### src/rtl/keypad_scanner.sv
// 4x4 matrix keypad scanner with column scan, row debounce and a valid/ack key-code handshake.
// Define KEYPAD_OVERRUN_EN to add the sticky overrun_o flag for keys dropped while one is pending.
module keypad_scanner #(
  parameter int unsigned SCAN_DIV     = 10000,
  parameter int unsigned DEBOUNCE_CNT = 4
) (
  input  logic       clk_i,
  input  logic       rst_i,
  input  logic [3:0] row_i,
  output logic [3:0] col_o,
  output logic [3:0] key_code_o,
  output logic       key_valid_o,
  input  logic       key_ack_i,
  output logic       key_pressed_o
`ifdef KEYPAD_OVERRUN_EN
  ,
  output logic       overrun_o
`endif
);

  localparam int unsigned PrescW = $clog2(SCAN_DIV);
  localparam int unsigned CntW   = $clog2(DEBOUNCE_CNT + 1);
  localparam logic [PrescW-1:0] PrescMax = PrescW'(SCAN_DIV - 1);
  localparam logic [CntW-1:0]   CntMax   = CntW'(DEBOUNCE_CNT);
  localparam bit DebOne = (DEBOUNCE_CNT == 1);

  typedef enum logic [1:0] {
    StScan,
    StDebounce,
    StHeld
  } state_e;

  state_e            state_q;
  logic [3:0]        row_s1_q;
  logic [3:0]        row_s2_q;
  logic [PrescW-1:0] presc_q;
  logic [1:0]        col_q;
  logic [1:0]        row_q;
  logic [CntW-1:0]   cnt_q;
  logic [3:0]        key_code_q;
  logic              key_valid_q;
  logic              key_pressed_q;

  logic            tick;
  logic            any_low;
  logic [1:0]      sel_row;
  logic            same_row;
  logic [CntW-1:0] cnt_inc;
  logic            latch;
  logic [3:0]      new_code;

  always_comb begin
    tick    = (presc_q == PrescMax);
    any_low = (row_s2_q != 4'hF);
    // Lowest-index active row wins when several rows are low.
    if (!row_s2_q[0]) begin
      sel_row = 2'd0;
    end else if (!row_s2_q[1]) begin
      sel_row = 2'd1;
    end else if (!row_s2_q[2]) begin
      sel_row = 2'd2;
    end else begin
      sel_row = 2'd3;
    end
    same_row = any_low && (sel_row == row_q);
    cnt_inc  = cnt_q + CntW'(1);
    latch    = tick && (((state_q == StScan) && any_low && DebOne) ||
                        ((state_q == StDebounce) && same_row && (cnt_inc == CntMax)));
    new_code = {((state_q == StScan) ? sel_row : row_q), col_q};
  end

  always_ff @(posedge clk_i or posedge rst_i) begin
    if (rst_i) begin
      state_q       <= StScan;
      row_s1_q      <= 4'hF;
      row_s2_q      <= 4'hF;
      presc_q       <= '0;
      col_q         <= 2'd0;
      row_q         <= 2'd0;
      cnt_q         <= '0;
      key_pressed_q <= 1'b0;
    end else begin
      row_s1_q <= row_i;
      row_s2_q <= row_s1_q;
      presc_q  <= tick ? '0 : presc_q + PrescW'(1);
      if (tick) begin
        unique case (state_q)
          StScan: begin
            if (!any_low) begin
              col_q <= col_q + 2'd1;
            end else begin
              row_q <= sel_row;
              if (DebOne) begin
                cnt_q         <= '0;
                key_pressed_q <= 1'b1;
                state_q       <= StHeld;
              end else begin
                cnt_q   <= CntW'(1);
                state_q <= StDebounce;
              end
            end
          end
          StDebounce: begin
            if (same_row) begin
              if (cnt_inc == CntMax) begin
                cnt_q         <= '0;
                key_pressed_q <= 1'b1;
                state_q       <= StHeld;
              end else begin
                cnt_q <= cnt_inc;
              end
            end else begin
              cnt_q   <= '0;
              col_q   <= col_q + 2'd1;
              state_q <= StScan;
            end
          end
          StHeld: begin
            // cnt_q now counts consecutive all-released ticks.
            if (!any_low) begin
              if (cnt_inc == CntMax) begin
                cnt_q         <= '0;
                key_pressed_q <= 1'b0;
                col_q         <= col_q + 2'd1;
                state_q       <= StScan;
              end else begin
                cnt_q <= cnt_inc;
              end
            end else if (!row_s2_q[row_q]) begin
              cnt_q <= '0;
            end
          end
          default: state_q <= StScan;
        endcase
      end
    end
  end

  // A fresh key replaces the pending one only if the slot is empty or being acked now.
  always_ff @(posedge clk_i or posedge rst_i) begin
    if (rst_i) begin
      key_code_q  <= 4'h0;
      key_valid_q <= 1'b0;
    end else if (latch && (!key_valid_q || key_ack_i)) begin
      key_code_q  <= new_code;
      key_valid_q <= 1'b1;
    end else if (key_ack_i && key_valid_q) begin
      key_valid_q <= 1'b0;
    end
  end

`ifdef KEYPAD_OVERRUN_EN
  logic overrun_q;

  always_ff @(posedge clk_i or posedge rst_i) begin
    if (rst_i) begin
      overrun_q <= 1'b0;
    end else if (latch && key_valid_q && !key_ack_i) begin
      overrun_q <= 1'b1;
    end else if (key_ack_i && key_valid_q) begin
      overrun_q <= 1'b0;
    end
  end

  assign overrun_o = overrun_q;
`endif

  assign col_o         = ~(4'b0001 << col_q);
  assign key_code_o    = key_code_q;
  assign key_valid_o   = key_valid_q;
  assign key_pressed_o = key_pressed_q;

endmodule

### config.mk
export PLATFORM = sky130hd
export DESIGN_NAME = keypad_scanner
export DESIGN_NICKNAME = d
export VERILOG_FILES = /design/src/rtl/keypad_scanner.sv
export SDC_FILE = /design/constraint.sdc
export NUM_CORES = 1
export LEC_CHECK = 0
export BUFFER_PORTS_ARGS = -buffer_cell sky130_fd_sc_hd__clkbuf_2
export CORE_ASPECT_RATIO = 1.5
export CORE_MARGIN = 8
export CORE_UTILIZATION = 33
export DETAILED_ROUTE_END_ITERATION = 8
export GPL_TIMING_DRIVEN = 0
export RECOVER_POWER = 25
export SLEW_MARGIN = 10
export SYNTH_ARGS = -nofsm -noshare
export SYNTH_HDL_FRONTEND = slang
export SYNTH_SLANG_ARGS = --single-unit
### constraint.sdc
create_clock -name clk_i -period 4 [get_ports clk_i]
set_input_delay 0.4 -clock clk_i [delete_from_list [all_inputs] [get_ports clk_i]]
set_output_delay 0.4 -clock clk_i [all_outputs]
set_load 0.02 [all_outputs]
==> results of run 1 <==
## flip-flops by register name, indices dropped and copies added, names as in the netlist
name / flops
presc_q: 14
key_code_o: 4
row_s1_q: 4
row_s2_q: 4
cnt_q: 3
col_q: 2
row_q: 2
state_q: 2
key_pressed_o: 1
key_valid_o: 1
## cell type report
cell class | instances | area, um^2
fill | 537 | 3300
sequential | 37 | 936
multi-input combinational | 110 | 822
tap | 70 | 87.6
clock buffer | 7 | 86.3
timing repair buffer | 16 | 80.1
inverter | 14 | 52.6
clock inverter | 1 | 30.0
buffer | 4 | 15.0
## layout by cell type (no fill, tap or decap), drive strengths merged, types with 2 or more instances in the layout
| master | instances |
|---|---|
| a21oi | 2 |
| and2 | 4 |
| and3 | 2 |
| clkbuf | 27 |
| dfrtp | 29 |
| dfstp | 8 |
| ha | 11 |
| inv | 14 |
| mux2 | 7 |
| nand2 | 10 |
| nand3 | 11 |
| nand4 | 2 |
| nor2 | 13 |
| nor2b | 2 |
| nor3 | 4 |
| o21ai | 6 |
| o22ai | 2 |
| xnor2 | 6 |
| xor2 | 8 |
## report_power, final
group / switching (mW) / internal (mW) / total (mW)
Clock: 0.127 / 0.203 / 0.331
Combinational: 0.0104 / 0.00520 / 0.0156
Sequential: 0.00305 / 0.381 / 0.385
Total: 0.141 / 0.590 / 0.731
## per-layer routing
layer  vias up  track usage (%)  share of wire [%]  routed length (um)
li1        607                -                  -                   -
met1       579             8.26                 43                1320
met2        17             14.0                 52                1620
met3         4             1.76                2.8                  87
met4         0             5.39                2.3                  71
met5         -                0                  0                   0
## logic make-up after synthesis
family	synth area share, %
AO/OA/AOI/OAI	6.58
XOR/XNOR	6.72
adder cells (fa/ha/maj)	7.54
buffers and inverters	3.70
flip-flops	51.3
multiplexers	6.31
AND/OR/NAND/NOR	17.9
## path summary, 6_finish.rpt
| kind | endpoint | cells after the start |
|---|---|---|
| max | col_q[1]$_DFFE_PP0P_ | 5 |
| min | row_s1_q[3]$_DFF_PP1_ | 1 |
| max reg2reg | col_q[1]$_DFFE_PP0P_ | 5 |
| min reg2reg | row_s2_q[3]$_DFF_PP1_ | 0 |
| max in group asynchronous | presc_q[2]$_DFF_PP0_ | 2 |
| min in group asynchronous | row_q[1]$_DFFE_PP0P_ | 2 |
## worst max-delay path, delay by kind of cell (launching register included)
| family | cells | cell delay (ns) |
|---|---|---|
| AOI/OAI and AO/OA | 2 | 0.76 |
| muxes | 1 | 0.32 |
| DFF | 1 | 0.43 |
| and+or+nand+nor | 2 | 0.94 |
==> impl_summary.log, run 1 <==
[metrics] outcome: finished clean
[metrics] chip height: 107 um
[metrics] top cells by instance count after synthesis: sky130_fd_sc_hd__dfrtp_1, sky130_fd_sc_hd__inv_1, sky130_fd_sc_hd__nor2_1
[metrics] antenna violations before repair: 0
[metrics] number of hold-slack violations in the final timing report: 0
[metrics] largest area contributor in the synthesized netlist: sky130_fd_sc_hd__dfrtp_1
[metrics] Critical Path Source Type: register
[metrics] global-route wire length before repair: 5.27 mm
[metrics] total setup buffers inserted after CTS: 0
[metrics] final worst path period share: 63.7%
[metrics] design area: 2110 um^2
[metrics] maximum count of clock buffers along a single path: 2
[metrics] Max stage delay on crit path: 0.56 ns
[metrics] Register-to-Register Setup Slack: 1.45 ns
[metrics] Design Power: 731 uW
[metrics] core area: 5410 um^2
[metrics] standard-cell rows: 33
[metrics] Port Buffer Count: 16
[metrics] Static Leakage: 1.01 nW
[metrics] Post-Synthesis Mean Instance Area: 11.1 um^2
[metrics] Setup violations, final: 0
[metrics] Setup Total Neg Slack: 0 ns
[metrics] vias in the first global route: 1182
[metrics] number of instances in the placed design: 251
[metrics] kind of end point of the critical path: register
[metrics] peak supply drop: 0.000250 V
[metrics] share of async-settable or async-resettable flops after synthesis: 100%
[metrics] worst hold path class: primary input to register
[metrics] combined area of all synthesized cells: 1830 um^2
[metrics] YS warnings: 0
[metrics] highest fanout seen on the critical path: 5
[metrics] post-synthesis cell type count: 40
[metrics] achievable frequency: 0.392 GHz
[metrics] worst setup timing slack at the placement stage: 1.44 ns
[metrics] cell at the root of the clock tree: sky130_fd_sc_hd__clkbuf_8
[metrics] Clock Latency Late Sink: 0.29 ns
[metrics] min Tclk post-route: 2.55 ns
[metrics] area grow syn2layout: 15.6%
[metrics] cell area after placement: 1990 um^2
[metrics] worst clock skew: 0.0114 ns
[metrics] via count: 1207
[metrics] total iterations of the first detailed-routing run: 4
[metrics] detailed-route wire length: 3.10 mm
[metrics] dominant synthesized flop cell: sky130_fd_sc_hd__dfrtp_1
[metrics] layout cells sized above 1: 22.8%
[metrics] H-tree depth: 2
[metrics] worst setup path startpoint: presc_q[6]$_DFF_PP0_
[metrics] final routed DRC violation total: 0
[metrics] Seq cells post-synth: 37
[metrics] Critical Setup Path Class: register to register
[metrics] leftover overflow at the end of global routing: 0
[metrics] top-area cell type share of the netlist area: 39.8%
[metrics] post-cts sizing count: 0
[metrics] clock tree from TritonCTS: built
[metrics] setup repair after global routing missed its margin: false
[metrics] count of boundary I/O pins: 17
[metrics] number of buffers added to fix hold violations after cts: 0
[metrics] number of clock sinks seen by CTS: 37
[metrics] initial DRC count: 41
[metrics] count of final max-slew check failures: 0
[metrics] Crit-path slowest cell: sky130_fd_sc_hd__or4_4
[metrics] Via-to-Cell Ratio: 4.66
[metrics] Crit path arrival time: 2.73 ns
[metrics] pin count of the biggest net entering global routing: 38
[metrics] pin slew with the least headroom to its limit: 1.37 ns
[metrics] Post-Syn Nets: 183
[metrics] share of the core filled with cells in the final layout: 39.0%
[metrics] worst path cell trace: or4_4, nor4_4, a21bo_2, a2111o_1, mux2_4
[metrics] PD cells: 346 nW/um^2
[metrics] Antenna Diode Count: 0
[metrics] Reg-to-Reg Start: presc_q[6]$_DFF_PP0_
[metrics] Non-Filler Instances: 259
[metrics] setup slack of the critical path after layout: 1.45 ns
[metrics] Final Hold Slack: 0.193 ns
[metrics] startpoint of the worst hold path: row_i[3]
[metrics] share of the yosys chip area belonging to registers: 51.3%
[metrics] required time of the critical path: 4.18 ns
[metrics] routed length per instance: 12.0 um
[metrics] Post-Synthesis Cells: 165
[metrics] top cells by area in the synthesized netlist: sky130_fd_sc_hd__dfrtp_1, sky130_fd_sc_hd__dfstp_2, sky130_fd_sc_hd__ha_1
[metrics] number of buffers added by the clock tree synthesis step: 5
[metrics] max-slew headroom at the worst pin: 8.76%
[metrics] net total in the final layout: 206
[metrics] initial core utilization: 33.7%
[metrics] total global routing track utilization: 7.96%
[metrics] Max Cap Viol: 0
[metrics] die footprint: 8220 um^2
[metrics] x dimension of the die: 76.7 um
[metrics] Post-synth EDFFs: 0
[metrics] post-DP HPWL: 2.22 mm
[metrics] routability congestion estimate: 0.740
[metrics] final antenna-violating net count: 0
[metrics] cell with the most instances after synthesis: sky130_fd_sc_hd__dfrtp_1
[metrics] clock edge transition at the registers on the reported setup and hold paths: 0.08 ns
(Power assumes the default switching activity.)
==> run 2, diff against run 1 <==
ABC_AREA = 1   (was default)
clock period = 2.45 ns   (was 4 ns; I/O delays follow)
==> run 2 against run 1 <==
Clock skew down 0.0052 ns; sequential power up 63%; non-clock buffer count decreased by 4; via count increased by 33%; critical path type unchanged; critical endpoint unchanged.
==> impl_summary.log, run 2 <==
[metrics] outcome: finished clean
[metrics] total setup buffers inserted after CTS: 0
[metrics] initial DRC count: 71
[metrics] final antenna-violating net count: 0
[metrics] cell with the most instances after synthesis: sky130_fd_sc_hd__nand2_1
[metrics] dominant synthesized flop cell: sky130_fd_sc_hd__dfrtp_1
[metrics] Register-to-Register Setup Slack: 0.70 ns
[metrics] clock edge transition at the registers on the reported setup and hold paths: 0.08 ns
[metrics] net total in the final layout: 303
[metrics] Seq cells post-synth: 37
[metrics] count of boundary I/O pins: 17
[metrics] post-DP HPWL: 3.04 mm
[metrics] Max stage delay on crit path: 0.41 ns
[metrics] die footprint: 9320 um^2
[metrics] count of final max-slew check failures: 0
[metrics] min Tclk post-route: 1.75 ns
[metrics] highest fanout seen on the critical path: 5
[metrics] pin count of the biggest net entering global routing: 38
[metrics] Crit-path slowest cell: sky130_fd_sc_hd__dfrtp_1
[metrics] Post-synth EDFFs: 0
[metrics] fill cell total of the finished layout: 659
[metrics] number of clock sinks seen by CTS: 37
[metrics] share of the yosys chip area belonging to registers: 44.0%
[metrics] Crit path arrival time: 1.94 ns
[metrics] Max Cap Viol: 0
[metrics] combined area of all synthesized cells: 2130 um^2
[metrics] final worst path period share: 71.6%
[metrics] largest area contributor in the synthesized netlist: sky130_fd_sc_hd__dfrtp_1
[metrics] Static Leakage: 1.24 nW
[metrics] kind of end point of the critical path: register
[metrics] top-area cell type share of the netlist area: 34.1%
[metrics] chip height: 114 um
[metrics] total iterations of the first detailed-routing run: 4
[metrics] Critical Setup Path Class: register to register
[metrics] share of async-settable or async-resettable flops after synthesis: 100%
[metrics] Via-to-Cell Ratio: 4.45
[metrics] max FFs per register: 14
[metrics] standard-cell rows: 36
[metrics] post-cts sizing count: 0
[metrics] Port Buffer Count: 16
[metrics] Critical Path Source Type: register
[metrics] post-synthesis cell type count: 29
[metrics] detailed-route wire length: 3.94 mm
[metrics] Setup Total Neg Slack: 0 ns
[metrics] met1 track demand over resource in global routing: 9.90%
[metrics] PD cells: 494 nW/um^2
[metrics] x dimension of the die: 81.5 um
[metrics] maximum count of clock buffers along a single path: 2
[metrics] number of hold-slack violations in the final timing report: 0
[metrics] pin slew with the least headroom to its limit: 1.38 ns
[metrics] worst hold path class: primary input to register
[metrics] Post-Synthesis Mean Instance Area: 8.11 um^2
[metrics] met3 Resource Use GR: 2.44%
[metrics] antenna violations before repair: 0
[metrics] routability congestion estimate: 0.831
[metrics] Antenna Diode Count: 0
[metrics] setup repair after global routing missed its margin: false
[metrics] cell at the root of the clock tree: sky130_fd_sc_hd__clkbuf_8
[metrics] commonest cells after routing, fill and taps aside: sky130_fd_sc_hd__nand2_1, sky130_fd_sc_hd__inv_1, sky130_fd_sc_hd__nor2_1
[metrics] register ranked first by flip-flop count: presc_q
[metrics] Final Hold Slack: 0.0269 ns
[metrics] via count: 1611
[metrics] number of buffers added by the clock tree synthesis step: 5
[metrics] number of buffers added to fix hold violations after cts: 0
[metrics] final routed DRC violation total: 0
[metrics] peak supply drop: 0.000264 V
[metrics] worst path cell trace: ha_1, nand2_1, nand3_1, nand2_1, nand2_1, nor2_1, nand2_1, nand2_1, nand2_1
[metrics] core area: 6350 um^2
[metrics] area grow syn2layout: 13.7%
[metrics] worst clock skew: 0.00620 ns
[metrics] most common cell after layout, fill and taps aside: sky130_fd_sc_hd__nand2_1
[metrics] routed length per instance: 10.9 um
[metrics] top cells by instance count after synthesis: sky130_fd_sc_hd__nand2_1, sky130_fd_sc_hd__inv_1, sky130_fd_sc_hd__nor2_1
[metrics] leftover overflow at the end of global routing: 0
[metrics] Post-Syn Nets: 280
[metrics] initial core utilization: 33.5%
[metrics] Clock Latency Late Sink: 0.29 ns
[metrics] Setup violations, final: 0
[metrics] achievable frequency: 0.570 GHz
[metrics] clock tree from TritonCTS: built
[metrics] layout cells sized above 1: 20.6%
[metrics] required time of the critical path: 2.63 ns
[metrics] total global routing track utilization: 9.26%
[metrics] YS warnings: 0
[metrics] vias in the first global route: 1607
[metrics] busiest layer in global routing: met2
[metrics] H-tree depth: 2
[metrics] max-slew headroom at the worst pin: 7.83%
[metrics] fraction of met2 tracks used by global routing: 16.1%
[metrics] global-route wire length before repair: 6.79 mm
[metrics] library cell appearing most often on the critical path: sky130_fd_sc_hd__nand2_1
[metrics] Post-Synthesis Cells: 262
[metrics] top cells by area in the synthesized netlist: sky130_fd_sc_hd__dfrtp_1, sky130_fd_sc_hd__nand2_1, sky130_fd_sc_hd__dfstp_2
run 2: cell count changes after synthesis, moves of 5 or more:
cell                      previous run  this run
sky130_fd_sc_hd__nor2_1             13        30
sky130_fd_sc_hd__nor2_2              0         6
sky130_fd_sc_hd__nand2_2             0         5
sky130_fd_sc_hd__xnor2_1             6         0
sky130_fd_sc_hd__o21ai_1             0         6
sky130_fd_sc_hd__mux2_2              6         0
sky130_fd_sc_hd__inv_1              14        45
sky130_fd_sc_hd__nand2_1            10        64
run 2: cell families (layout without fill, tap and decap cells):
logic type	Yosys count	after routing	share of synthesized area, %
compound gates	17	17	4.41
xor+xnor	6	6	2.47
fa+ha+maj	11	11	6.47
buf+inv	50	74	8.89
flops	37	37	44.0
simple gates	141	141	33.7
run 2: worst max-delay path: cells and delay by family (launching register included):
family	cells	cell delay [ns]
and+or+nand+nor	8	1.01
adders and majority gates	1	0.22
DFF	1	0.41
run 2: path summary, 6_finish.rpt:
| path | from | endpoint | cells after the start |
|---|---|---|---|
| worst max-delay path | cnt_q[0]$_DFFE_PP0P_ | col_q[1]$_DFFE_PP0P_ | 9 |
| worst min-delay path | row_i[0] | row_s1_q[0]$_DFF_PP1_ | 1 |
| worst max register to register | cnt_q[0]$_DFFE_PP0P_ | col_q[1]$_DFFE_PP0P_ | 9 |
| worst min register to register | row_s1_q[2]$_DFF_PP1_ | row_s2_q[2]$_DFF_PP1_ | 0 |
| max in group asynchronous | rst_i | col_q[1]$_DFFE_PP0P_ | 2 |
| min in group asynchronous | rst_i | presc_q[0]$_DFF_PP0_ | 2 |
run 2: area by class of cell:
type | count | area (um^2) | share of cell area (%)
Clock buffer | 5 | 68.8 | 2.85
Inverter | 50 | 189 | 7.82
Clock inverter | 3 | 46.3 | 1.92
Multi-Input combinational cell | 175 | 1000 | 41.4
Timing Repair Buffer | 16 | 80.1 | 3.31
Sequential cell | 37 | 936 | 38.7
Tap cell | 76 | 95.1 | 3.94
run 2: stage by stage:
step	worst slack, ns	cells	total power, mW	instance area, um^2	utilization (%)
finish	0.696	362	1.19	2420	38.0
global placement	0.721	354	0.671	2300	36.2
CTS	0.679	362	1.21	2420	38.0
global route	0.471	362	1.24	2420	38.0
floorplan	0.964	262	0.658	2130	-
detailed placement	0.700	354	0.671	2300	36.2
run 2: power breakdown:
group          internal [mW]  switching, mW
clock network          0.305          0.231
logic                0.00839         0.0225
registers              0.622        0.00446
run 2: metal layers:
metal	vias to the layer above	part of all wire, %
met5	-	0
met4	0	2.2
met3	8	4.7
met2	27	50
met1	727	43
li1	849	-
==> run 3, diff against run 2 <==
clock period = 1.4 ns   (was 2.45 ns; I/O delays follow)
==> run 3 against run 2 <==
The flow now finishes with violations (negative setup slack); clock power grew 80%; final cell count grew 5.5%; count of clock-buffer cells in the layout grew 2; sequential power grew 75%; sequential share of layout area shrank 5.2 points; non-clock buffer count grew 20; register-to-register slack lost 0.83 ns; core utilization grew 5.9 points; flip-flop and latch count is the same; highest routed layer unchanged.
==> impl_summary.log, run 3 (same netlist as run 2, synthesis figures left out) <==
[metrics] Setup violations, final: 15
[metrics] pin count of the biggest net entering global routing: 38
[metrics] share of total power in the clock network: 44.9%
[metrics] number of buffers added by the clock tree synthesis step: 5
[metrics] die footprint: 9320 um^2
[metrics] Critical Path Source Type: register
[metrics] area grow syn2layout: 31.4%
[metrics] fill cell total of the finished layout: 633
[metrics] worst clock skew: 0.0104 ns
[metrics] via count: 1725
[metrics] Non-Filler Instances: 382
[metrics] cell at the root of the clock tree: sky130_fd_sc_hd__clkbuf_8
[metrics] standard-cell rows: 36
[metrics] total global routing track utilization: 10.3%
[metrics] Clock Latency Late Sink: 0.29 ns
[metrics] number of instances in the placed design: 354
[metrics] initial DRC count: 70
[metrics] detailed-route wire length: 4.45 mm
[metrics] sequential share of power: 51.2%
[metrics] Antenna Diode Count: 0
[metrics] layout cells sized above 1: 36.6%
[metrics] net total in the final layout: 323
[metrics] worst setup timing slack at the placement stage: -0.231 ns
[metrics] vias in the first global route: 1770
[metrics] Max stage delay on crit path: 0.39 ns
[metrics] Crit-path slowest cell: sky130_fd_sc_hd__dfrtp_1
[metrics] Final Hold Slack: 0.163 ns
[metrics] Via-to-Cell Ratio: 4.52
[metrics] setup slack of the critical path after layout: -0.136 ns
[metrics] total iterations of the first detailed-routing run: 4
[metrics] net switching share of the total power: 20.6%
[metrics] max-slew headroom at the worst pin: 5.84%
[metrics] violated checks: negative setup slack
[metrics] count of boundary I/O pins: 17
[metrics] count of final max-slew check failures: 0
[metrics] peak supply drop: 0.000333 V
[metrics] commonest cells after routing, fill and taps aside: sky130_fd_sc_hd__nand2_1, sky130_fd_sc_hd__inv_1, sky130_fd_sc_hd__dfrtp_1
[metrics] post-DP HPWL: 2.97 mm
[metrics] final worst path period share: 110%
[metrics] Crit path arrival time: 1.78 ns
[metrics] Port Buffer Count: 16
[metrics] Critical Setup Path Class: register to register
[metrics] chip height: 114 um
[metrics] achievable frequency: 0.651 GHz
[metrics] routability congestion estimate: 0.790
[metrics] most common cell after layout, fill and taps aside: sky130_fd_sc_hd__nand2_1
[metrics] cell family with the largest share of critical-path delay: simple AND/OR/NAND/NOR gates
[metrics] internal power consumption: 1.70 mW
[metrics] worst hold path class: primary input to register
[metrics] initial core utilization: 33.5%
[metrics] global-route wire length before repair: 7.58 mm
[metrics] pin slew with the least headroom to its limit: 1.41 ns
[metrics] number of hold-slack violations in the final timing report: 0
[metrics] clock edge transition at the registers on the reported setup and hold paths: 0.08 ns
[metrics] Setup Total Neg Slack: -1.04 ns
[metrics] antenna violations before repair: 0
[metrics] max FFs per register: 14
[metrics] share of power burned in combinational logic: 3.9%
[metrics] routed length per instance: 11.6 um
[metrics] leftover overflow at the end of global routing: 0
[metrics] kind of end point of the critical path: register
[metrics] maximum count of clock buffers along a single path: 2
[metrics] min Tclk post-route: 1.54 ns
[metrics] Design Power: 2.15 mW
[metrics] number of clock sinks seen by CTS: 37
[metrics] setup repair after global routing missed its margin: true
[metrics] final antenna-violating net count: 0
[metrics] Max Cap Viol: 0
[metrics] required time of the critical path: 1.64 ns
[metrics] outcome: finished with violations
[metrics] H-tree depth: 2
[metrics] worst path cell trace: inv_1, ha_2, nor3_1, nor2_1, nand3_4, nand3b_1, nand2_1
[metrics] highest fanout seen on the critical path: 6
[metrics] x dimension of the die: 81.5 um
[metrics] register ranked first by flip-flop count: presc_q
[metrics] Static Leakage: 1.38 nW
[metrics] Buf+Inv Stages, Crit Path: 1
[metrics] PD cells: 768 nW/um^2
[metrics] clock tree from TritonCTS: built
[metrics] final routed DRC violation total: 0
[metrics] net switching power: 442 uW
[metrics] core area: 6350 um^2
[run 3: worst paths after layout]
kind | from | to | slack [ns] | cells past startpoint
min | key_ack_i | key_valid_o$_DFFE_PP0P_ | 0.16 | 4
min in group asynchronous | rst_i | row_q[1]$_DFFE_PP0P_ | 0.23 | 2
max | state_q[0]$_DFFE_PP0P_ | cnt_q[2]$_DFFE_PP0P_ | -0.14 | 7
min reg2reg | row_s1_q[1]$_DFF_PP1_ | row_s2_q[1]$_DFF_PP1_ | 0.36 | 0
max reg2reg | state_q[0]$_DFFE_PP0P_ | cnt_q[2]$_DFFE_PP0P_ | -0.14 | 7
max in group asynchronous | rst_i | presc_q[6]$_DFF_PP0_ | 0.23 | 2
[run 3: routing by layer]
metal,up-vias,part of all wire (%),GRT usage (%)
met5,-,0,0
li1,888,-,-
met2,28,53,18.2
met1,802,41,10.7
met3,7,4.0,2.52
met4,0,2.1,5.03
[run 3: timing repair]
action	in CTS	in global routing
buffers inserted	13	3
hold endpoints to repair	4	0
gates cloned	0	0
pin swaps	13	12
endpoints found under the setup margin	19	25
hold buffers	4	0
gates resized for setup	34	24
[run 3: area by class of cell]
type,count,area [um^2],area share [%]
multi-input cells,175,1200,42.9
flip-flops and latches,37,937,33.6
repair buffers,36,251,9.01
inverters,50,195,6.99
well taps,76,95.1,3.41
clock buffers,7,86.3,3.09
clock inverters,1,30.0,1.08
[run 3: worst reg2reg max path, cell delays in order, from the launching register on]
cell and delay, ns:
sky130_fd_sc_hd__dfrtp_1 0.39, sky130_fd_sc_hd__inv_1 0.12, sky130_fd_sc_hd__ha_2 0.31, sky130_fd_sc_hd__nor3_1 0.09
sky130_fd_sc_hd__nor2_1 0.20, sky130_fd_sc_hd__nand3_4 0.13, sky130_fd_sc_hd__nand3b_1 0.17, sky130_fd_sc_hd__nand2_1 0.06
[run 3: per-stage QoR]
step / utilization, % / cell area [um^2]
floorplan: - / 2140
global placement: 36.5 / 2320
detailed placement: 36.5 / 2320
CTS: 42.4 / 2690
global route: 44.0 / 2790
finish: 44.0 / 2790
[run 3: power groups by stage]
| stage | combinational [mW] | clock (mW) | sequential [mW] |
|---|---|---|---|
| floorplan | 0.0367 | 0 | 1.12 |
| global placement | 0.0563 | 0 | 1.12 |
| detailed placement | 0.0571 | 0 | 1.12 |
| CTS | 0.0797 | 0.997 | 1.10 |
| global route | 0.0942 | 1.04 | 1.10 |
| finish | 0.0835 | 0.962 | 1.10 |
